$ cat config.mk
export PLATFORM = sky130hd
export DESIGN_NAME = fetch_branch_predictor
export DESIGN_NICKNAME = d
export VERILOG_FILES = /design/src/rtl/fetch_branch_predictor.sv
export SDC_FILE = /design/constraint.sdc
export NUM_CORES = 1
export LEC_CHECK = 0
export CAP_MARGIN = 15
export CORE_ASPECT_RATIO = 1.4
export CORE_UTILIZATION = 30
export CTS_CLUSTER_DIAMETER = 120
export DETAILED_ROUTE_END_ITERATION = 10
export DONT_BUFFER_PORTS = 1
export GPL_ROUTABILITY_DRIVEN = 0
export HOLD_SLACK_MARGIN = 0.05
export PLACE_DENSITY = 0.55
export SYNTH_ARGS = -nofsm -noshare
export SYNTH_HDL_FRONTEND = slang
export SYNTH_SLANG_ARGS = --single-unit
$ cat constraint.sdc
create_clock -name clk -period 29.8 [get_ports clk]
set_input_delay 8.94 -clock clk [delete_from_list [all_inputs] [get_ports clk]]
set_output_delay 8.94 -clock clk [all_outputs]
set_load 0.01 [all_outputs]
$ cat src/rtl/fetch_branch_predictor.sv
// Fetch-stage PC register with a direct-mapped BTB and 2-bit counters.
// Decode's resolved branches train the BTB and redirect fetch on a mispredict.
`timescale 1ns/1ps
module fetch_branch_predictor #(
    parameter int IDX_W = 3
) (
    input  logic        clk,
    input  logic        rst,
    input  logic        stall,
    input  logic        ID_branch,
    input  logic [15:0] ID_PC_curr,
    input  logic        ID_pred_taken,
    input  logic [15:0] ID_pred_target,
    input  logic        Branch_taken,
    input  logic [15:0] PC_branch,
    output logic [15:0] PC_curr,
    output logic [15:0] PC_next,
    output logic        pred_taken,
    output logic [15:0] pred_target,
    output logic        mispredict
);
    localparam int TAG_W   = 15 - IDX_W;
    localparam int ENTRIES = 1 << IDX_W;

    logic             valid  [ENTRIES];
    logic [TAG_W-1:0] tag    [ENTRIES];
    logic [1:0]       cnt    [ENTRIES];
    logic [15:0]      target [ENTRIES];

    logic [IDX_W-1:0] idx;
    logic [IDX_W-1:0] upd_idx;
    logic [TAG_W-1:0] pc_tag;
    logic [TAG_W-1:0] upd_tag;
    logic             hit;
    logic             upd_hit;
    logic [15:0]      redirect_pc;

    always_comb begin
        idx     = PC_curr[IDX_W:1];
        pc_tag  = PC_curr[15:IDX_W+1];
        upd_idx = ID_PC_curr[IDX_W:1];
        upd_tag = ID_PC_curr[15:IDX_W+1];
        hit     = valid[idx] & (tag[idx] == pc_tag);
        upd_hit = valid[upd_idx] & (tag[upd_idx] == upd_tag);
    end

    // Outputs are forced to their reset values while rst is held.
    always_comb begin
        PC_next     = PC_curr + 16'd2;
        pred_taken  = 1'b0;
        pred_target = '0;
        mispredict  = 1'b0;
        if (!rst) begin
            pred_taken  = hit & cnt[idx][1];
            pred_target = hit ? target[idx] : PC_next;
            mispredict  = ID_branch & ((Branch_taken != ID_pred_taken) |
                                       (Branch_taken & (PC_branch != ID_pred_target)));
        end
        redirect_pc = Branch_taken ? PC_branch : ID_PC_curr + 16'd2;
    end

    always_ff @(posedge clk or posedge rst) begin
        if (rst) begin
            PC_curr <= '0;
        end else if (mispredict) begin
            PC_curr <= redirect_pc;
        end else if (stall) begin
            PC_curr <= PC_curr;
        end else if (pred_taken) begin
            PC_curr <= pred_target;
        end else begin
            PC_curr <= PC_next;
        end
    end

    // Training ignores stall; a taken miss overwrites whatever lives in the slot.
    always_ff @(posedge clk or posedge rst) begin
        if (rst) begin
            valid  <= '{default: 1'b0};
            tag    <= '{default: '0};
            cnt    <= '{default: 2'b01};
            target <= '{default: '0};
        end else if (ID_branch) begin
            if (upd_hit) begin
                if (Branch_taken) begin
                    if (cnt[upd_idx] != 2'b11) cnt[upd_idx] <= cnt[upd_idx] + 2'd1;
                    target[upd_idx] <= PC_branch;
                end else if (cnt[upd_idx] != 2'b00) begin
                    cnt[upd_idx] <= cnt[upd_idx] - 2'd1;
                end
            end else if (Branch_taken) begin
                valid[upd_idx]  <= 1'b1;
                tag[upd_idx]    <= upd_tag;
                cnt[upd_idx]    <= 2'b10;
                target[upd_idx] <= PC_branch;
            end
        end
    end
endmodule

After elaboration in Yosys (flattened, before gate mapping)
Index checks and enable logic that the tools add are counted.
Widths: inputs -> output; s select.
Storage, ports and cells
  output and inout bits: 50
  logic and storage cells: 113
  bits in registers: 264
Cells by class
  magnitude comparators: 3
  reductions and logical operators: 7
  multiplexer cells: 46
  equality and inequality tests: 7
  add/sub/neg operators: 4
  bitwise operators: 13
Operators with widths (number)
  $mux 16: 14
  $bwmux 128: 1
  $bwmux 96: 1
  $bmux 12 s3: 2
  $mux 12: 5
  $bmux 16 s3: 1
  $demux 16 s3: 1
  $demux 12 s3: 1
  $add 16x2->16 const B: 2
  $bwmux 16: 2
  $eq 12x12->1: 2
  $ne 16x16->1: 1
  $or 8x8->8: 2
  $bmux 2 s3: 2
  $mux 2: 5
  $and 8x8->8: 1
  $ge 4x4->1 const B: 2
  $not 3->4: 2
  $not 8->8: 1
  $mux 1: 7
  $bmux 1 s3: 2
  $demux 2 s3: 1
  $reduce_bool 2->1: 3
  $and 1x1->1: 5
  14 further kinds: 14

Longest topological paths before layout
Gate-level depths: netlist of run 1.
  word-level depth: 11
  gate-level depth with buffers: 14
  depth with buffers taken out: 10

Worst setup path after synthesis of run 1
No wires, ideal clock.
  kind: input -> output
  start: in rst
  end: out mispredict
  slack: 5.169 ns
  stages: 5
  arrival: 15.691 ns
  cells stage by stage: clkbuf_1 > inv_1 > o211ai_1 > nor2_1 > clkbuf_1
Between the ends
  word-level cells in the longest chain between the ends: 1
RTL lines
  start, declared: RTL line 8  | input logic rst,
  $mux 1: RTL line 53  | if (!rst) begin
  end, declared: RTL line 20  | output logic mispredict
No other way between the ends.

Final worst setup path of run 1
Ends and elaborated chain as after synthesis.

==> results of run 1 <==
==> synth_stat cells, types with 5 or more instances <==
| master | number |
|---|---|
| sky130_fd_sc_hd__nor2_1 | 32 |
| sky130_fd_sc_hd__o22ai_1 | 8 |
| sky130_fd_sc_hd__mux2_2 | 261 |
| sky130_fd_sc_hd__nor2b_1 | 13 |
| sky130_fd_sc_hd__and2_1 | 8 |
| sky130_fd_sc_hd__buf_6 | 7 |
| sky130_fd_sc_hd__a21oi_1 | 10 |
| sky130_fd_sc_hd__nand2_1 | 44 |
| sky130_fd_sc_hd__nand3b_1 | 6 |
| sky130_fd_sc_hd__o21ai_0 | 22 |
| sky130_fd_sc_hd__xnor2_1 | 31 |
| sky130_fd_sc_hd__buf_1 | 19 |
| sky130_fd_sc_hd__nand4_1 | 13 |
| sky130_fd_sc_hd__dfstp_2 | 8 |
| sky130_fd_sc_hd__a22oi_1 | 11 |
| sky130_fd_sc_hd__nor3_1 | 11 |
| sky130_fd_sc_hd__and3_1 | 12 |
| sky130_fd_sc_hd__xor2_1 | 26 |
| sky130_fd_sc_hd__mux2_4 | 9 |
| sky130_fd_sc_hd__dfrtp_1 | 256 |
| sky130_fd_sc_hd__buf_4 | 5 |
| sky130_fd_sc_hd__or2_2 | 10 |
| sky130_fd_sc_hd__mux2i_1 | 67 |
| sky130_fd_sc_hd__clkbuf_1 | 51 |
| sky130_fd_sc_hd__nand3_1 | 19 |
| sky130_fd_sc_hd__or3_1 | 9 |
| sky130_fd_sc_hd__a22o_1 | 10 |
| sky130_fd_sc_hd__nand2b_1 | 9 |
| sky130_fd_sc_hd__o221ai_1 | 5 |
| sky130_fd_sc_hd__o211ai_1 | 8 |
| sky130_fd_sc_hd__buf_2 | 25 |
| sky130_fd_sc_hd__nor4_1 | 6 |
| sky130_fd_sc_hd__inv_1 | 10 |
| sky130_fd_sc_hd__mux4_2 | 60 |
| sky130_fd_sc_hd__a32o_1 | 8 |
==> worst paths after layout <==
check,start,to,slack (ns),cells past startpoint
max in group asynchronous,rst,PC_curr[1],19.29,3
setup reg to reg,PC_curr[1],PC_curr[2],25.53,9
hold / removal,valid[1],valid[1],0.49,1
min in group asynchronous,rst,target[26],8.27,1
setup / recovery,rst,mispredict,10.33,4
hold reg to reg,valid[1],valid[1],0.49,1
==> cell type report <==
class / instances / share of cell area
Sequential cell: 264 / 0.406
Inverter: 11 / 0.00299
Clock inverter: 8 / 0.00722
Antenna cell: 1 / 0.000154
Multi-Input combinational cell: 783 / 0.470
Tap cell: 637 / 0.0489
Timing Repair Buffer: 25 / 0.0115
Clock buffer: 44 / 0.0523
==> critical path, delay by kind of cell <==
kind | cells | cell delay, ns
buf+inv | 2 | 1.05
simple gates | 1 | 0.26
compound gates | 1 | 0.21
==> state kept, by name, summed over array words and instances, names as in the netlist <==
name / cells
cnt: 16
PC_curr: 16
tag: 96
valid: 8
target: 128
==> metal layers <==
metal  GRT usage  share of wire  vias up  wire [µm]
met5           0        0.00029        -         13
met4      0.0735          0.041        2       1850
met3      0.0385          0.060       81       2750
met2       0.303           0.48      285      22000
met1       0.233           0.42     5130      18900
li1            -              -     4226          -
==> metrics by stage <==
stage | instance area [µm²] | std cells
after floorplan | 14800 | 1165
after global placement | 15300 | 1720
after detailed placement | 15300 | 1720
after CTS | 16300 | 1772
after global routing | 16300 | 1772
final | 16300 | 1773
==> kinds of logic after synthesis <==
kind of cell / Yosys count / share of synthesized area
mux: 399 / 0.346
xor+xnor: 57 / 0.0337
simple gates: 210 / 0.0780
flops: 264 / 0.447
fa+ha+maj: 4 / 0.00338
buf+inv: 118 / 0.0368
compound gates: 113 / 0.0554
==> power by group through the flow <==
stage / clock [mW] / combinational [mW] / sequential (mW)
2_1_floorplan: 0 / 0.283 / 0.480
3_3_place_gp: 0 / 0.338 / 0.514
3_5_place_dp: 0 / 0.340 / 0.518
4_1_cts: 0.378 / 0.342 / 0.512
5_1_grt: 0.390 / 0.363 / 0.524
6_report: 0.369 / 0.337 / 0.512
==> cells in the final DEF (no fill, tap or decap), types with 5 or more instances in the layout <==
| cell | synthesis | layout |
|---|---|---|
| sky130_fd_sc_hd__nor2b_1 | 13 | 13 |
| sky130_fd_sc_hd__mux4_2 | 60 | 60 |
| sky130_fd_sc_hd__nand3b_1 | 6 | 6 |
| sky130_fd_sc_hd__or3_1 | 9 | 9 |
| sky130_fd_sc_hd__nand3_1 | 19 | 19 |
| sky130_fd_sc_hd__clkbuf_1 | 51 | 8 |
| sky130_fd_sc_hd__dfrtp_1 | 256 | 253 |
| sky130_fd_sc_hd__nor3_1 | 11 | 9 |
| sky130_fd_sc_hd__clkbuf_8 | 0 | 7 |
| sky130_fd_sc_hd__inv_1 | 10 | 9 |
| sky130_fd_sc_hd__mux2_2 | 261 | 261 |
| sky130_fd_sc_hd__nand2_1 | 44 | 44 |
| sky130_fd_sc_hd__a22o_1 | 10 | 10 |
| sky130_fd_sc_hd__nand4_1 | 13 | 13 |
| sky130_fd_sc_hd__o211ai_1 | 8 | 8 |
| sky130_fd_sc_hd__xnor2_1 | 31 | 31 |
| sky130_fd_sc_hd__a22oi_1 | 11 | 11 |
| sky130_fd_sc_hd__a32o_1 | 8 | 8 |
| sky130_fd_sc_hd__clkbuf_16 | 0 | 29 |
| sky130_fd_sc_hd__and2_1 | 8 | 8 |
| sky130_fd_sc_hd__dfstp_2 | 8 | 8 |
| sky130_fd_sc_hd__a21oi_1 | 10 | 10 |
| sky130_fd_sc_hd__xor2_1 | 26 | 26 |
| sky130_fd_sc_hd__o221ai_1 | 5 | 5 |
| sky130_fd_sc_hd__nor4_1 | 6 | 6 |
| sky130_fd_sc_hd__nand2b_1 | 9 | 9 |
| sky130_fd_sc_hd__o22ai_1 | 8 | 8 |
| sky130_fd_sc_hd__mux2_4 | 9 | 9 |
| sky130_fd_sc_hd__nor2_1 | 32 | 30 |
| sky130_fd_sc_hd__o21ai_0 | 22 | 22 |
| sky130_fd_sc_hd__mux2i_1 | 67 | 67 |
| sky130_fd_sc_hd__and3_1 | 12 | 12 |
| sky130_fd_sc_hd__buf_4 | 5 | 25 |
| sky130_fd_sc_hd__or2_2 | 10 | 10 |
==> metrics.txt, run 1 <==
# TYPE chip_impl_metric gauge
chip_impl_info{name="path_class",value="input pin to output port"} 1
chip_impl_metric{name="wire_length_of_the_first_global_routing_pass",unit="µm"} 69000
chip_impl_metric{name="overflow",unit=""} 0
chip_impl_metric{name="power.share.clock",unit=""} 0.303
chip_impl_metric{name="post-route-util",unit=""} 0.333
chip_impl_info{name="synthDominantAreaCellType",value="sky130_fd_sc_hd__dfrtp_1"} 1
chip_impl_metric{name="worst_margin_pin_slew",unit="ns"} 1.07
chip_impl_metric{name="initial_utilization",unit=""} 0.303
chip_impl_metric{name="fin_worst_skew",unit="ns"} 0.00840
chip_impl_metric{name="hold-worst-slack",unit="ns"} 0.493
chip_impl_metric{name="post_cts.resized_instances",unit=""} 0
chip_impl_metric{name="multi_input_area",unit="µm²"} 7660
chip_impl_metric{name="timing.slew.headroom",unit=""} 0.284
chip_impl_metric{name="fmaxAchievable",unit="GHz"} 0.0514
chip_impl_info{name="worst_hold_path_type",value="register to register"} 1
chip_impl_metric{name="route.detailed.vias_per_inst",unit=""} 5.48
chip_impl_metric{name="synth_edf_count",unit=""} 0
chip_impl_metric{name="cellInternalPower",unit="µW"} 840
chip_impl_metric{name="number_of_buffers_inserted_to_repair_setup_after_cts",unit=""} 0
chip_impl_metric{name="synthesis.yosys.warnings",unit=""} 0
chip_impl_metric{name="tritoncts_num_sinks",unit=""} 264
chip_impl_info{name="grt_setup_unrepaired",value="false"} 1
chip_impl_info{name="synth-main-ff-cell",value="sky130_fd_sc_hd__dfrtp_1"} 1
chip_impl_metric{name="boundaryPins",unit=""} 104
chip_impl_info{name="clk_root_buffer_cell",value="sky130_fd_sc_hd__clkbuf_16"} 1
chip_impl_metric{name="drt-wirelength-per-cell",unit="µm"} 25.7
chip_impl_metric{name="postSynthRegisterBits",unit=""} 264
chip_impl_metric{name="synth_fp_nets",unit=""} 1223
chip_impl_metric{name="htree_levels",unit=""} 1
chip_impl_metric{name="ant_nets",unit=""} 0
chip_impl_metric{name="clk_pin_slew_worst_paths",unit="ns"} 0.06
chip_impl_metric{name="first_pass_iters",unit=""} 5
chip_impl_metric{name="fillers",unit=""} 4791
chip_impl_metric{name="swShare",unit=""} 0.311
chip_impl_metric{name="chipWidth",unit="µm"} 190
chip_impl_metric{name="power.total",unit="mW"} 1.22
chip_impl_metric{name="cts_hold_repair.buffers",unit=""} 0
chip_impl_metric{name="synth-seq-area-share",unit=""} 0.447
chip_impl_metric{name="cp.required",unit="ns"} 20.86
chip_impl_metric{name="area.growth.synth_to_final",unit="%"} 10.0
chip_impl_info{name="slowest_stage",value="sky130_fd_sc_hd__buf_4"} 1
chip_impl_info{name="setup.worst_path.end_class",value="output port"} 1
chip_impl_metric{name="design.die.area",unit="µm²"} 50300
chip_impl_metric{name="routed-via-count",unit=""} 9724
chip_impl_metric{name="power-per-cell-area",unit="nW/µm²"} 74.8
chip_impl_metric{name="timing.critical_path.fanout_max",unit=""} 69
chip_impl_metric{name="first_global_vias",unit=""} 10000
chip_impl_info{name="worstPathCellList",value="inv_8 -> buf_4 -> o211ai_1 -> nor2_2"} 1
chip_impl_metric{name="mapped_avg_cell_area",unit="µm²"} 12.7
chip_impl_metric{name="hold_viol",unit=""} 0
chip_impl_metric{name="cts_buffer_depth",unit=""} 3
chip_impl_metric{name="drt-total-wl",unit="µm"} 45500
chip_impl_metric{name="power_leakage",unit="nW"} 6.51
chip_impl_metric{name="layout_setup_ws",unit="ns"} 10.33
chip_impl_metric{name="grt_start_max_net_pins",unit=""} 73
chip_impl_metric{name="fp.coreArea",unit="µm²"} 48900
chip_impl_metric{name="vdd.ir_drop.worst",unit="mV"} 0.0488
chip_impl_metric{name="total_drc_errors_in_the_routed_layout",unit=""} 0
chip_impl_metric{name="place_hpwl",unit="µm"} 30500
chip_impl_metric{name="detailedRoute.firstIterationViolations",unit=""} 652
chip_impl_info{name="cts_tree",value="done"} 1
chip_impl_metric{name="clock_insertion_delay_worst_skew",unit="ns"} 0.55
chip_impl_metric{name="antenna_found_initial",unit=""} 1
chip_impl_info{name="run_status",value="completed"} 1
chip_impl_metric{name="crit_arrival",unit="ns"} 10.53
chip_impl_metric{name="ys_async_sr_fraction",unit=""} 1.00
chip_impl_metric{name="die_h",unit="µm"} 265
chip_impl_metric{name="number_of_instances_in_the_synthesized_netlist",unit=""} 1165
chip_impl_metric{name="setup_viol",unit=""} 0
chip_impl_metric{name="place.port_buffers",unit=""} 0
chip_impl_metric{name="final-max-slew-violation-count",unit=""} 0
chip_impl_metric{name="finish.net_count",unit=""} 1171
chip_impl_metric{name="cts_inserted_buffers",unit=""} 28
chip_impl_metric{name="synth_area",unit="µm²"} 14800
chip_impl_metric{name="sequentialPowerShare",unit=""} 0.420
chip_impl_metric{name="synthDistinctLibCells",unit=""} 69
chip_impl_metric{name="share_comb_of_total_power",unit=""} 0.277
chip_impl_metric{name="cpPeakStageDelay",unit="ns"} 0.75
chip_impl_metric{name="layout-drive-gt1-share",unit=""} 0.383
chip_impl_metric{name="num_rows",unit=""} 96
chip_impl_metric{name="period_minus_slack",unit="ns"} 19.47
chip_impl_metric{name="timing.final.crit_share",unit=""} 0.653
chip_impl_info{name="post_synth_main_area_contributors",value="sky130_fd_sc_hd__dfrtp_1 43%, sky130_fd_sc_hd__mux2_2 20%, sky130_fd_sc_hd__mux4_2 9.1%"} 1
chip_impl_metric{name="storage_cell_area",unit="µm²"} 6620
chip_impl_metric{name="total_switching_power",unit="µW"} 379
chip_impl_info{name="cp-start-kind",value="input pin"} 1
chip_impl_metric{name="max_cap_violations",unit=""} 0
chip_impl_metric{name="synth.top_cell.area_share",unit=""} 0.433
chip_impl_metric{name="gr-usage-all-layers",unit=""} 0.184
chip_impl_metric{name="placement.setup.worst_slack",unit="ns"} 10.25
chip_impl_metric{name="tns",unit="ns"} 0
(Power assumes the default switching activity.)
==> run 2: changes to the inputs <==
--- a/config.mk
+++ b/config.mk
@@ -13,7 +13,7 @@
 export DONT_BUFFER_PORTS = 1
 export GPL_ROUTABILITY_DRIVEN = 0
 export HOLD_SLACK_MARGIN = 0.05
-export PLACE_DENSITY = 0.55
+export PLACE_DENSITY = 0.56
 export SYNTH_ARGS = -nofsm -noshare
 export SYNTH_HDL_FRONTEND = slang
 export SYNTH_SLANG_ARGS = --single-unit
==> constraint.sdc (replaced) <==
create_clock -name clk -period 17.2 [get_ports clk]
set_input_delay 5.16 -clock clk [delete_from_list [all_inputs] [get_ports clk]]
set_output_delay 5.16 -clock clk [all_outputs]
set_load 0.01 [all_outputs]
==> run 2 against run 1 <==
  * Sequential share of layout area barely moved
  * Setup slack got worse by 4.9 ns
  * Total power rose by 74%
  * Combinational power rose by 74%
  * First-iteration DRC count fell by 11%
  * Via count rose by 0.34%
  * Register-to-register slack got worse by 13 ns
  * Non-clock buffer count fell by 2
  * Critical path depth did not move
==> metrics.txt, run 2 (synthesis gave the netlist of run 1 again) <==
# TYPE chip_impl_metric gauge
chip_impl_metric{name="first_pass_iters",unit=""} 4
chip_impl_metric{name="area.growth.synth_to_final",unit="%"} 10.1
chip_impl_metric{name="worst-r2r-setup-slack",unit="ns"} 12.40
chip_impl_metric{name="routed-via-count",unit=""} 9757
chip_impl_metric{name="vdd.ir_drop.worst",unit="mV"} 0.0960
chip_impl_metric{name="worstHoldPathCells",unit=""} 1
chip_impl_metric{name="overflow",unit=""} 0
chip_impl_info{name="layout_common_cells",value="261 x sky130_fd_sc_hd__mux2_2, 253 x sky130_fd_sc_hd__dfrtp_1, 67 x sky130_fd_sc_hd__mux2i_1"} 1
chip_impl_metric{name="period_minus_slack",unit="ns"} 11.78
chip_impl_metric{name="layout-drive-gt1-share",unit=""} 0.385
chip_impl_metric{name="post_dp_cell_area",unit="µm²"} 15300
chip_impl_metric{name="antenna_found_initial",unit=""} 0
chip_impl_metric{name="crit_arrival",unit="ns"} 6.62
chip_impl_metric{name="tritoncts_num_sinks",unit=""} 264
chip_impl_metric{name="drt-wirelength-per-cell",unit="µm"} 24.9
chip_impl_metric{name="clock_insertion_delay_worst_skew",unit="ns"} 0.55
chip_impl_info{name="path_class",value="input pin to output port"} 1
chip_impl_metric{name="post-route-util",unit=""} 0.334
chip_impl_metric{name="diodes_inserted",unit=""} 0
chip_impl_info{name="layout_commonest_cell",value="sky130_fd_sc_hd__mux2_2"} 1
chip_impl_info{name="timing.rr.end",value="PC_curr[2]"} 1
chip_impl_metric{name="place.port_buffers",unit=""} 0
chip_impl_metric{name="multi_input_area",unit="µm²"} 7660
chip_impl_metric{name="htree_levels",unit=""} 1
chip_impl_metric{name="chipWidth",unit="µm"} 190
chip_impl_metric{name="total_drc_errors_in_the_routed_layout",unit=""} 0
chip_impl_metric{name="number_of_buffers_inserted_to_repair_setup_after_cts",unit=""} 0
chip_impl_metric{name="design.die.area",unit="µm²"} 50300
chip_impl_metric{name="timing.critical_path.fanout_max",unit=""} 18
chip_impl_metric{name="timing.slew.headroom",unit=""} 0.321
chip_impl_metric{name="max_cap_violations",unit=""} 0
chip_impl_metric{name="cts_buffer_depth",unit=""} 3
chip_impl_metric{name="fin_worst_skew",unit="ns"} 0.0115
chip_impl_metric{name="initial_utilization",unit=""} 0.303
chip_impl_info{name="clk_root_buffer_cell",value="sky130_fd_sc_hd__clkbuf_16"} 1
chip_impl_metric{name="die_h",unit="µm"} 265
chip_impl_metric{name="post_cts.resized_instances",unit=""} 0
chip_impl_metric{name="power.share.clock",unit=""} 0.310
chip_impl_metric{name="detailedRoute.firstIterationViolations",unit=""} 578
chip_impl_metric{name="place_hpwl",unit="µm"} 29300
chip_impl_metric{name="gr-usage-all-layers",unit=""} 0.176
chip_impl_metric{name="fp.coreArea",unit="µm²"} 48900
chip_impl_metric{name="share_comb_of_total_power",unit=""} 0.276
chip_impl_metric{name="setup_viol",unit=""} 0
chip_impl_metric{name="final_design_area_no_fill",unit="µm²"} 16300
chip_impl_info{name="worstReg2RegStart",value="PC_curr[1]"} 1
chip_impl_info{name="cp-start-kind",value="input pin"} 1
chip_impl_metric{name="hold_viol",unit=""} 0
chip_impl_metric{name="final-max-slew-violation-count",unit=""} 0
chip_impl_info{name="worst_hold_path_type",value="register to register"} 1
chip_impl_metric{name="wire_length_of_the_first_global_routing_pass",unit="µm"} 66700
chip_impl_metric{name="first_global_vias",unit=""} 10200
chip_impl_metric{name="power-per-cell-area",unit="nW/µm²"} 130
chip_impl_info{name="grt_setup_unrepaired",value="false"} 1
chip_impl_metric{name="rr_worst_depth",unit=""} 9
chip_impl_metric{name="boundaryPins",unit=""} 104
chip_impl_metric{name="number_of_flip_flops_in_the_largest_register",unit=""} 128
chip_impl_metric{name="fmaxAchievable",unit="GHz"} 0.0849
chip_impl_info{name="run_status",value="completed"} 1
chip_impl_metric{name="grt_start_max_net_pins",unit=""} 152
chip_impl_metric{name="cp.required",unit="ns"} 12.04
chip_impl_info{name="hold_start",value="valid[1]"} 1
chip_impl_metric{name="clk_pin_slew_worst_paths",unit="ns"} 0.06
chip_impl_metric{name="worst_margin_pin_slew",unit="ns"} 1.02
chip_impl_metric{name="timing.final.crit_share",unit=""} 0.685
chip_impl_metric{name="power_leakage",unit="nW"} 6.50
chip_impl_info{name="largest_register",value="target"} 1
chip_impl_metric{name="total_switching_power",unit="µW"} 656
chip_impl_metric{name="cellInternalPower",unit="mW"} 1.47
chip_impl_metric{name="finish.net_count",unit=""} 1168
chip_impl_info{name="largestRegisters",value="target x128, tag x96"} 1
chip_impl_metric{name="fillers",unit=""} 4813
chip_impl_metric{name="ant_nets",unit=""} 0
chip_impl_metric{name="storage_cell_area",unit="µm²"} 6620
chip_impl_metric{name="drt-total-wl",unit="µm"} 44000
chip_impl_info{name="cts_tree",value="done"} 1
chip_impl_info{name="setup.worst_path.end_class",value="output port"} 1
chip_impl_metric{name="tns",unit="ns"} 0
chip_impl_metric{name="route.detailed.vias_per_inst",unit=""} 5.52
chip_impl_metric{name="cts_hold_repair.buffers",unit=""} 0
chip_impl_metric{name="cts_inserted_buffers",unit=""} 27
chip_impl_metric{name="swShare",unit=""} 0.309
chip_impl_info{name="worst_hold_path.endpoint",value="valid[1]"} 1
chip_impl_metric{name="sequentialPowerShare",unit=""} 0.413
chip_impl_metric{name="num_rows",unit=""} 96
==> run 2: cell type report <==
cell class | instances | share of cell area
Sequential cell | 264 | 0.406
Inverter | 11 | 0.00299
Timing Repair Buffer | 23 | 0.0114
Clock buffer | 35 | 0.0463
Tap cell | 637 | 0.0489
Clock inverter | 14 | 0.0143
Multi-Input combinational cell | 783 | 0.470
==> run 2: worst max-delay path by stage <==
stage / from / to / slack, ns / cells after the start
6_report: rst / pred_taken / 5.42 / 4
5_1_grt: rst / pred_taken / 5.32 / 4
4_1_cts: rst / pred_taken / 5.41 / 4
3_5_place_dp: rst / pred_taken / 5.42 / 4
3_3_place_gp: rst / pred_taken / 5.48 / 4
2_1_floorplan: rst / mispredict / 0.13 / 5
==> run 2: metal layers <==
metal	global-route usage	up-vias	routed length [µm]
li1	-	4198	-
met1	0.220	5183	18000
met2	0.297	302	21800
met3	0.0414	74	2860
met4	0.0578	0	1360
met5	0	-	0
==> run 2: through the flow <==
step           power (mW)  worst slack [ns]  std cells  hold WS, ns
2_1_floorplan        1.32             0.129       1165        0.449
3_3_place_gp         1.46              5.48       1718        0.468
3_5_place_dp         1.48              5.42       1718        0.474
4_1_cts              2.14              5.41       1767        0.491
5_1_grt              2.22              5.32       1767        0.505
6_report             2.13              5.42       1767        0.491
==> run 2: critical path, cell delays in order <==
cell,delay (ns)
sky130_fd_sc_hd__or2_2,0.29
sky130_fd_sc_hd__nor3_1,0.43
sky130_fd_sc_hd__nand3_2,0.33
sky130_fd_sc_hd__inv_1,0.38
==> run 2: power groups by stage <==
stage               Combinational [mW]  Sequential, mW  Clock, mW
finish                           0.587           0.878      0.660
global route                     0.630           0.898      0.696
CTS                              0.591           0.877      0.674
detailed placement               0.589           0.889          0
global placement                 0.582           0.881          0
floorplan                        0.491           0.832          0
